--- src/rtl/vram_scan_arbiter.sv ---
// Shares a single-port frame-buffer RAM between upscaled VGA scanout reads (absolute priority) and
// game-logic writes to the back buffer; a requested front/back swap commits on the first vblank cycle.
module vram_scan_arbiter #(
    parameter int HWIDTH = 12,
    parameter int VWIDTH = 12,
    parameter int HSIZE  = 640,
    parameter int VSIZE  = 480,
    parameter int S      = 2,
    parameter int FB_AW  = 15,
    parameter int DW     = 12,
    parameter bit HSPP   = 1'b1,
    parameter bit VSPP   = 1'b1
) (
    input  logic              clk,
    input  logic              rst,
    input  logic [HWIDTH-1:0] hdata,
    input  logic [VWIDTH-1:0] vdata,
    input  logic              valid,
    input  logic              hsync,
    input  logic              vsync,
    input  logic              wr_valid,
    output logic              wr_ready,
    input  logic [FB_AW-1:0]  wr_addr,
    input  logic [DW-1:0]     wr_data,
    input  logic              swap_req,
    output logic              swap_ack,
    output logic              front_sel,
    output logic [15:0]       frame_cnt,
    output logic [FB_AW:0]    mem_addr,
    output logic              mem_we,
    output logic [DW-1:0]     mem_wdata,
    input  logic [DW-1:0]     mem_rdata,
    output logic [DW-1:0]     pix_rgb,
    output logic              de_o,
    output logic              hsync_o,
    output logic              vsync_o
);

    localparam int FB_W = HSIZE >> S;

    logic             scan_rd;
    logic             wr_accept;
    logic             frame_event;
    logic [FB_AW-1:0] scan_word;
    logic             rd_d1, rd_d2;
    logic             vld_d1, vld_d2;
    logic             hs_d1, hs_d2;
    logic             vs_d1, vs_d2;

    // One read per 2^S-wide column group; every other cycle of the line is free for writes.
    assign scan_rd     = valid && (hdata[S-1:0] == '0);
    assign wr_ready    = !rst && !scan_rd;
    assign wr_accept   = wr_valid && wr_ready;
    assign frame_event = (hdata == '0) && (vdata == VWIDTH'(VSIZE));
    assign scan_word   = FB_AW'(vdata >> S) * FB_AW'(FB_W) + FB_AW'(hdata >> S);

    always_ff @(posedge clk) begin
        if (rst) begin
            mem_we    <= 1'b0;
            mem_addr  <= '0;
            mem_wdata <= '0;
        end else begin
            mem_we <= wr_accept;
            if (scan_rd) begin
                mem_addr <= {front_sel, scan_word};
            end else if (wr_accept) begin
                mem_addr  <= {~front_sel, wr_addr};
                mem_wdata <= wr_data;
            end
        end
    end

    // Timing flags ride alongside the RAM access so the pixel and its syncs leave together.
    always_ff @(posedge clk) begin
        if (rst) begin
            rd_d1   <= 1'b0;
            rd_d2   <= 1'b0;
            vld_d1  <= 1'b0;
            vld_d2  <= 1'b0;
            hs_d1   <= !HSPP;
            hs_d2   <= !HSPP;
            vs_d1   <= !VSPP;
            vs_d2   <= !VSPP;
            de_o    <= 1'b0;
            hsync_o <= !HSPP;
            vsync_o <= !VSPP;
            pix_rgb <= '0;
        end else begin
            rd_d1   <= scan_rd;
            rd_d2   <= rd_d1;
            vld_d1  <= valid;
            vld_d2  <= vld_d1;
            hs_d1   <= hsync;
            hs_d2   <= hs_d1;
            vs_d1   <= vsync;
            vs_d2   <= vs_d1;
            de_o    <= vld_d2;
            hsync_o <= hs_d2;
            vsync_o <= vs_d2;
            if (!vld_d2) begin
                pix_rgb <= '0;
            end else if (rd_d2) begin
                pix_rgb <= mem_rdata;
            end
        end
    end

    // A write accepted on the swap cycle still targets the old back buffer.
    always_ff @(posedge clk) begin
        if (rst) begin
            front_sel <= 1'b0;
            frame_cnt <= '0;
            swap_ack  <= 1'b0;
        end else begin
            swap_ack <= frame_event && swap_req;
            if (frame_event) begin
                frame_cnt <= frame_cnt + 16'd1;
                if (swap_req) begin
                    front_sel <= ~front_sel;
                end
            end
        end
    end

endmodule

--- config.mk ---
export PLATFORM = sky130hd
export DESIGN_NAME = vram_scan_arbiter
export DESIGN_NICKNAME = d
export VERILOG_FILES = /design/src/rtl/vram_scan_arbiter.sv
export SDC_FILE = /design/constraint.sdc
export NUM_CORES = 1
export LEC_CHECK = 0
export ABC_AREA = 1
export BUFFER_PORTS_ARGS = -buffer_cell sky130_fd_sc_hd__buf_2
export CORE_MARGIN = 5
export CORE_UTILIZATION = 50
export CTS_CLUSTER_DIAMETER = 50
export DETAILED_ROUTE_END_ITERATION = 10
export GPL_ROUTABILITY_DRIVEN = 0
export GPL_TIMING_DRIVEN = 0
export PLACE_DENSITY_LB_ADDON = 0.12
export SYNTH_ARGS = -nofsm -noshare
export SYNTH_HDL_FRONTEND = slang
export SYNTH_SLANG_ARGS = --single-unit
--- constraint.sdc ---
create_clock -name clk -period 2.7 [get_ports clk]
set_input_delay 0.135 -clock clk [delete_from_list [all_inputs] [get_ports clk]]
set_output_delay 0.135 -clock clk [all_outputs]
set_load 0.05 [all_outputs]
# After elaboration in Yosys (flattened, before gate mapping)

Cells that the tools add are included.

Register bits: 70
Input port bits: 70
Output and inout port bits: 63
Word-level logic and storage cells: 40

Multipliers: 1
Mux-type cells: 2
Bitwise logic cells: 3
Add/subtract/negate cells: 2
Equality and inequality tests: 1
Reduce and logical (&&, ||, !) cells: 13

Operators with widths:

| cell                  | count |
|---|---|
| $mux 16               | 2 |
| $add 16x1->16 const B | 1 |
| $add 15x10->15        | 1 |
| $eq 12x9->1 const B   | 1 |
| $logic_not 12->1      | 1 |
| $mul 10x3->10 const B | 1 |
| $logic_and 1x1->1     | 5 |
| $reduce_and 2->1      | 2 |
| $not 1->1             | 3 |
| $logic_not 1->1       | 2 |
| $logic_not 2->1       | 1 |
| $reduce_bool 2->1     | 1 |
| $reduce_or 2->1       | 1 |

# Logic depth before layout (Yosys ltp)

Gate-level depths: netlist (run 1).

Depth after elaboration: 7
Gate-level depth with buffers: 13
Mapped depth without buffers: 13

# Worst setup path before layout (run 1)

OpenSTA, ideal clock, no wires.

Kind: input port to flip-flop
From: in vdata[3]
To: reg mem_addr[14]
Path buffers: 0
Stages on the path: 13
Library setup time: 113 ps
Arrival: 2037 ps
Required time: 2587 ps
Slack: 550 ps
Path through: ha_1 ha_1 fa_1 ha_1 nand2_1 nor2_1 nand2_1 nand3_1 nand3_1 nor2_1 nand2_1 nand3_1 nand2_1

Longest elaborated chain between the ends: 3

Ends and longest elaborated chain:

| item                 | RTL line | RTL |
|---|---|---|
| from (decl)          | 17       | `input logic [VWIDTH-1:0] vdata,` |
| $mul 10x3->10        | 55       | `assign scan_word = FB_AW'(vdata >> S) * FB_AW'(FB_W) + FB_AW'(hdata >> S);` |
| $add 15x10->15       | 55       |  |
| $mux 16              | 64       | `if (scan_rd) begin` |
| to (signal assigned) | 65       | `mem_addr <= {front_sel, scan_word};` |
| to (signal assigned) | 67       | `mem_addr <= {~front_sel, wr_addr};` |
| to (decl)            | 29       | `output logic [FB_AW:0] mem_addr,` |

No other way between the ends.
A chain may end at the register's enable or synchronous reset.

# Worst setup path after layout (run 1)

Same ends and word-level chain as after synthesis.

==> results of run 1 <==
## where the power goes
part           leakage, nW  internal (mW)  switching (mW)  total (mW)
clock               0.0894          0.334           0.412       0.746
combinational         1.68          0.178           0.342       0.521
sequential           0.571           1.07          0.0174        1.09
total                 2.34           1.58           0.772        2.35
## timing repair
| action | CTS | global route |
|---|---|---|
| setup buffers | 0 | 0 |
| hold buffers | 14 | 0 |
| hold endpoints to repair | 14 | 0 |
| endpoints found under the setup margin | 0 | 0 |
## Yosys cell counts, types with 3 or more instances
library cell,instances
nand2_1,162
dfxtp_1,70
inv_1,56
nand3_1,40
nor2_1,35
a21oi_1,33
ha_1,19
o21ai_0,10
a31oi_1,8
clkbuf_1,8
xnor2_1,8
a21oi_2,7
nand4_1,6
nor3_1,5
xor2_1,5
a22o_1,4
a22oi_1,3
buf_2,3
inv_2,3
## state kept, by name, indices dropped and copies added, names as in the netlist, 12 cells and up
| register | cells |
|---|---|
| frame_cnt | 16 |
| pix_rgb | 12 |
| mem_addr | 16 |
| mem_wdata | 12 |
## metal layers
metal	share of wire	global-route usage
met1	0.43	0.266
met4	0.011	0.0805
met3	0.062	0.0481
met2	0.50	0.393
met5	0	0
## logic make-up (layout without fill, tap and decap cells)
group,count (synthesis),after routing,synth area share
buffers and inverters,76,238,0.0856
xor gates and xnor gates,13,13,0.0313
and+or+nand+nor,264,264,0.311
adders and majority gates,21,21,0.0763
DFF,70,70,0.385
AOI/OAI and AO/OA,68,68,0.111
## worst reg2reg max path, delay by kind of cell, from the launching register on
| kind | cells | cell delay (ps) |
|---|---|---|
| flops | 1 | 430 |
| simple gates | 3 | 320 |
| fa+ha+maj | 1 | 270 |
| compound gates | 2 | 230 |
| buf+inv | 2 | 150 |
## worst paths after layout
kind	start	endpoint	slack, ps
setup / recovery	vdata[3]	mem_addr[14]	480
hold / removal	valid	vld_d1	20
setup reg to reg	frame_cnt[0]	frame_cnt[12]	1180
hold reg to reg	vs_d1	vs_d2	400
## final cells by class
cell class	instances	area share
clock buffers	9	0.0261
flip-flops and latches	70	0.296
clock inverters	7	0.0103
plain buffers	16	0.0182
multi-input cells	366	0.407
inverters	60	0.0475
repair buffers	146	0.169
well taps	99	0.0261
==> impl_metrics.yaml, run 1 <==
global_route:
  grt_max_degree: 14
  antenna_found_initial: 0
  grt_pass1_vias: 3626
  grt_overflow_total: 0
  grt_util_all_layers: 0.223
  grt_pass1_wl_um: 16000
critical_path:
  cp_slowest_cell: "fa_1"
  crit_path_frequent_cell: "nand2_1"
  max_stage_delay_ps: 460
  critical_path.startpoint_type: "primary input"
  worstSetupPathType: "primary input to register"
  endpoint_kind: "register"
  crit_chain: "buf_2 -> ha_1 -> ha_1 -> fa_1 -> ha_1 -> nand2_1 -> nor2_1 -> nand2_1 -> nand3_1 -> nand3_1 -> nor2_1 -> nand2_1 -> nand3_1 -> nand2_1"
  ff2ff_path_depth: 8
  critPathArrivalTime_ps: 2450
  crit_required_ps: 2930
  crit_buf_inv: 1
  critPathMaxFanout: 4
  path_delay_family: "adder cells"
  cp.depth: 14
hold_path:
  hold_depth: 3
  hold_class: "primary input to register"
logic_synthesis:
  yosysWarningCount: 0
  synthCells: 512
  ys_top_cells_by_area: "dfxtp_1, nand2_1, ha_1"
  ys_types: 35
  yosysTopAreaCell: "dfxtp_1"
  ys.flop_type: "dfxtp_1"
  synth-seq-cells: 70
  seq_area_frac_synth: 0.385
  syn_area_sq_mm: 0.00364
  yosysTopAreaCellShare: 0.385
  async_flop_share: 0
  syn_avg_cell_area_sq_um: 7.11
  syn-num-nets: 603
  synth_edf_count: 0
clock_network:
  ctsResizeCount: 0
  clockRootBuffer: "clkbuf_8"
  numCtsBuffers: 9
  clockBufferDepth: 2
  h-tree-depth: 3
  clk_pin_slew_ps: 80
  cts_tree: "done"
  clock_sinks: 70
  clk_latency_ps: 340
run:
  maxCapViolCount: 0
power:
  p_total_mw: 2.35
  vdd_ir_drop_max_mv: 0.244
  p_leak_nw: 2.34
  power.density_mw_per_mm2: 497
timing:
  min_period_ps: 2220
  drv_slew: 0
  rsz0062_at_grt: "no"
  worst_slack_ps: 479
  hold_violations: 0
  setup_tns_ps: 0
  period_share: 0.823
  fmax_mhz: 450
  maxSlewHeadroom: 0.601
  tightest_slew_ps: 598
  whs_ps: 21.1
  setup_viol: 0
  fin_worst_skew_ps: 5.90
final_layout:
  final_cell_count_no_fill: 773
  diodes: 0
  nNetsFinal: 760
  utilization: 0.660
  area_growth_pct: 30.1
  layout_common_cells: "nand2_1, buf_2, dfxtp_1"
  layout_commonest_cell: "nand2_1"
  drive_above_1_share: 0.260
  nFillCells: 650
  fin_area_sq_mm: 0.00474
  multi_input_area_sq_mm: 0.00193
  ff_latch_area_sq_mm: 0.00140
routing:
  routed_via_density: 4.86
  post_drt_wl_per_cell_um: 12.7
  drtPass1Iterations: 5
  drcViolationCount: 0
  num_vias: 3756
  drtAntennaViolNets: 0
  initialDrtViolationCount: 131
  wl_um: 9810
placement:
  post-dp-hpwl_um: 7620
  port_buffers: 132
  placed_area_sq_mm: 0.00442
  dpl_worst_slack_ps: 157
  dp_cells: 743
floorplan:
  die-width_um: 95.3
  std_cell_rows: 31
  start_util: 0.507
  dieArea_sq_mm: 0.00909
  core_area_sq_mm: 0.00718
  io-pin-count: 133
  die_height_um: 95.3
outcome:
  outcome: "complete, no violations"
(Power assumes the default switching activity.)
==> run 2: changes to the inputs <==
--- a/config.mk
+++ b/config.mk
@@ -8,7 +8,7 @@
 export ABC_AREA = 1
 export BUFFER_PORTS_ARGS = -buffer_cell sky130_fd_sc_hd__buf_2
 export CORE_MARGIN = 5
-export CORE_UTILIZATION = 50
+export CORE_UTILIZATION = 45
 export CTS_CLUSTER_DIAMETER = 50
 export DETAILED_ROUTE_END_ITERATION = 10
 export GPL_ROUTABILITY_DRIVEN = 0
==> constraint.sdc (replaced) <==
create_clock -name clk -period 2 [get_ports clk]
set_input_delay 0.1 -clock clk [delete_from_list [all_inputs] [get_ports clk]]
set_output_delay 0.1 -clock clk [all_outputs]
set_load 0.05 [all_outputs]
==> run 2 against run 1 <==
Wire length is 5.3% higher; via count grew 1.8%; cell count increased by 1.9%; cell area increased by 4.1%; register-to-register slack got worse by 730 ps; largest power group unchanged; highest routed layer unchanged.
==> impl_metrics.yaml, run 2 (synthesized netlist as in run 1, its figures left out) <==
floorplan:
  dieArea_sq_mm: 0.00999
  die_height_um: 99.9
  io-pin-count: 133
  core_area_sq_mm: 0.00781
  std_cell_rows: 32
  start_util: 0.466
  die-width_um: 99.9
routing:
  num_vias: 3824
  routed_via_density: 4.85
  drtPass1Iterations: 4
  wl_um: 10300
  drtAntennaViolNets: 0
  post_drt_wl_per_cell_um: 13.1
  initialDrtViolationCount: 109
  drcViolationCount: 0
power:
  p_leak_nw: 2.39
  vdd_ir_drop_max_mv: 0.618
  power.density_mw_per_mm2: 667
final_layout:
  diodes: 0
  nFillCells: 753
  area_growth_pct: 35.5
  drive_above_1_share: 0.267
  layout_common_cells: "nand2_1, buf_2, dfxtp_1"
  reg_top3: "frame_cnt x16, mem_addr x16"
  nNetsFinal: 772
  layout_commonest_cell: "nand2_1"
timing:
  rsz0062_at_grt: "no"
  period_share: 0.915
  fmax_mhz: 546
  maxSlewHeadroom: 0.585
  worst_slack_ps: 169
  hold_violations: 0
  fin_worst_skew_ps: 4.31
  setup_tns_ps: 0
  drv_slew: 0
  min_period_ps: 1830
  setup_viol: 0
  whs_ps: 17.6
  tightest_slew_ps: 622
outcome:
  outcome: "complete, no violations"
global_route:
  grt_pass1_wl_um: 17000
  grt_pass1_vias: 3704
  antenna_found_initial: 0
  grt_util_all_layers: 0.210
  grt_overflow_total: 0
  grt_max_degree: 14
critical_path:
  worstSetupPathType: "primary input to register"
  critical_path.startpoint_type: "primary input"
  critPathMaxFanout: 4
  max_stage_delay_ps: 450
  cp_slowest_cell: "fa_2"
  critPathArrivalTime_ps: 2070
  crit_chain: "buf_2 -> ha_4 -> ha_4 -> fa_2 -> ha_4 -> nand2_2 -> nor2_1 -> nand2_1 -> nand3_2 -> nand3_4 -> nor2_2 -> nand2_1 -> nand3_1 -> nand2_1"
  endpoint_kind: "register"
  ff2ff_path_depth: 8
  crit_required_ps: 2240
placement:
  dpl_worst_slack_ps: -282
  post-dp-hpwl_um: 7860
  port_buffers: 132
clock_network:
  h-tree-depth: 3
  numCtsBuffers: 9
  clockBufferDepth: 2
  clk_pin_slew_ps: 80
  cts_setup_buffers: 0
  clockRootBuffer: "clkbuf_8"
  clock_sinks: 70
  cts_tree: "done"
  clk_latency_ps: 340
hold_path:
  hold_depth: 3
  hold_class: "primary input to register"
run:
  maxCapViolCount: 0
## run 2: cell count changes in the layout (fill, tap and decap cells not counted), moves of 2 or more
| cell | before | now |
|---|---|---|
| clkinv_2 | 3 | 1 |
| dlygate4sd3_1 | 14 | 26 |
| clkinvlp_4 | 1 | 3 |
| nand3_1 | 40 | 38 |
| ha_1 | 19 | 16 |
| ha_4 | 0 | 3 |
## run 2: layout make-up
class / count / area [sq um] / share of cell area
multi-input cells: 366 / 1990 / 0.403
plain buffers: 16 / 86.3 / 0.0175
clock buffers: 10 / 138 / 0.0279
well taps: 102 / 128 / 0.0259
clock inverters: 6 / 45.0 / 0.00913
repair buffers: 158 / 921 / 0.187
flip-flops and latches: 70 / 1400 / 0.284
inverters: 60 / 225 / 0.0457
## run 2: repair_timing
| action | 4_1_cts | 5_1_grt |
|---|---|---|
| endpoints found under the hold margin | 26 | 0 |
| resized for setup | 0 | 4 |
| endpoints found under the setup margin | 0 | 2 |
| hold buffers | 26 | 0 |
## run 2: power by group
part           switching [mW]  internal [mW]
sequential             0.0234           1.44
combinational           0.481          0.274
clock                   0.583          0.488
total                    1.09           2.20
## run 2: worst paths after layout
path                 from       endpoint  slack [ps]
min reg2reg         hs_d1          hs_d2         410
max              vdata[3]   mem_addr[14]         170
max reg2reg  frame_cnt[0]  frame_cnt[12]         450
min          mem_rdata[8]     pix_rgb[8]          20
## run 2: critical path, delay by kind of cell
family / cells / cell delay, ps
adder cells (fa/ha/maj): 4 / 1150
AND/OR/NAND/NOR: 9 / 680
buffers and inverters: 1 / 140
## run 2: through the flow
| stage | utilization | instances | power [mW] | area, sq um |
|---|---|---|---|---|
| 3_5_place_dp | 0.572 | 746 | 2.20 | 4470 |
| 4_1_cts | 0.629 | 788 | 3.30 | 4910 |
| 6_report | 0.632 | 788 | 3.29 | 4930 |
| 5_1_grt | 0.632 | 788 | 3.47 | 4930 |
| 3_3_place_gp | 0.572 | 746 | 2.19 | 4470 |
| 2_1_floorplan | - | 512 | 1.99 | 3680 |
## run 2: per-layer routing
metal,GRT usage,wire (um),vias up
met2,0.353,4890,124
met3,0.0466,625,29
li1,-,-,1990
met5,0,0,-
met1,0.257,4510,1681
met4,0.0935,293,0
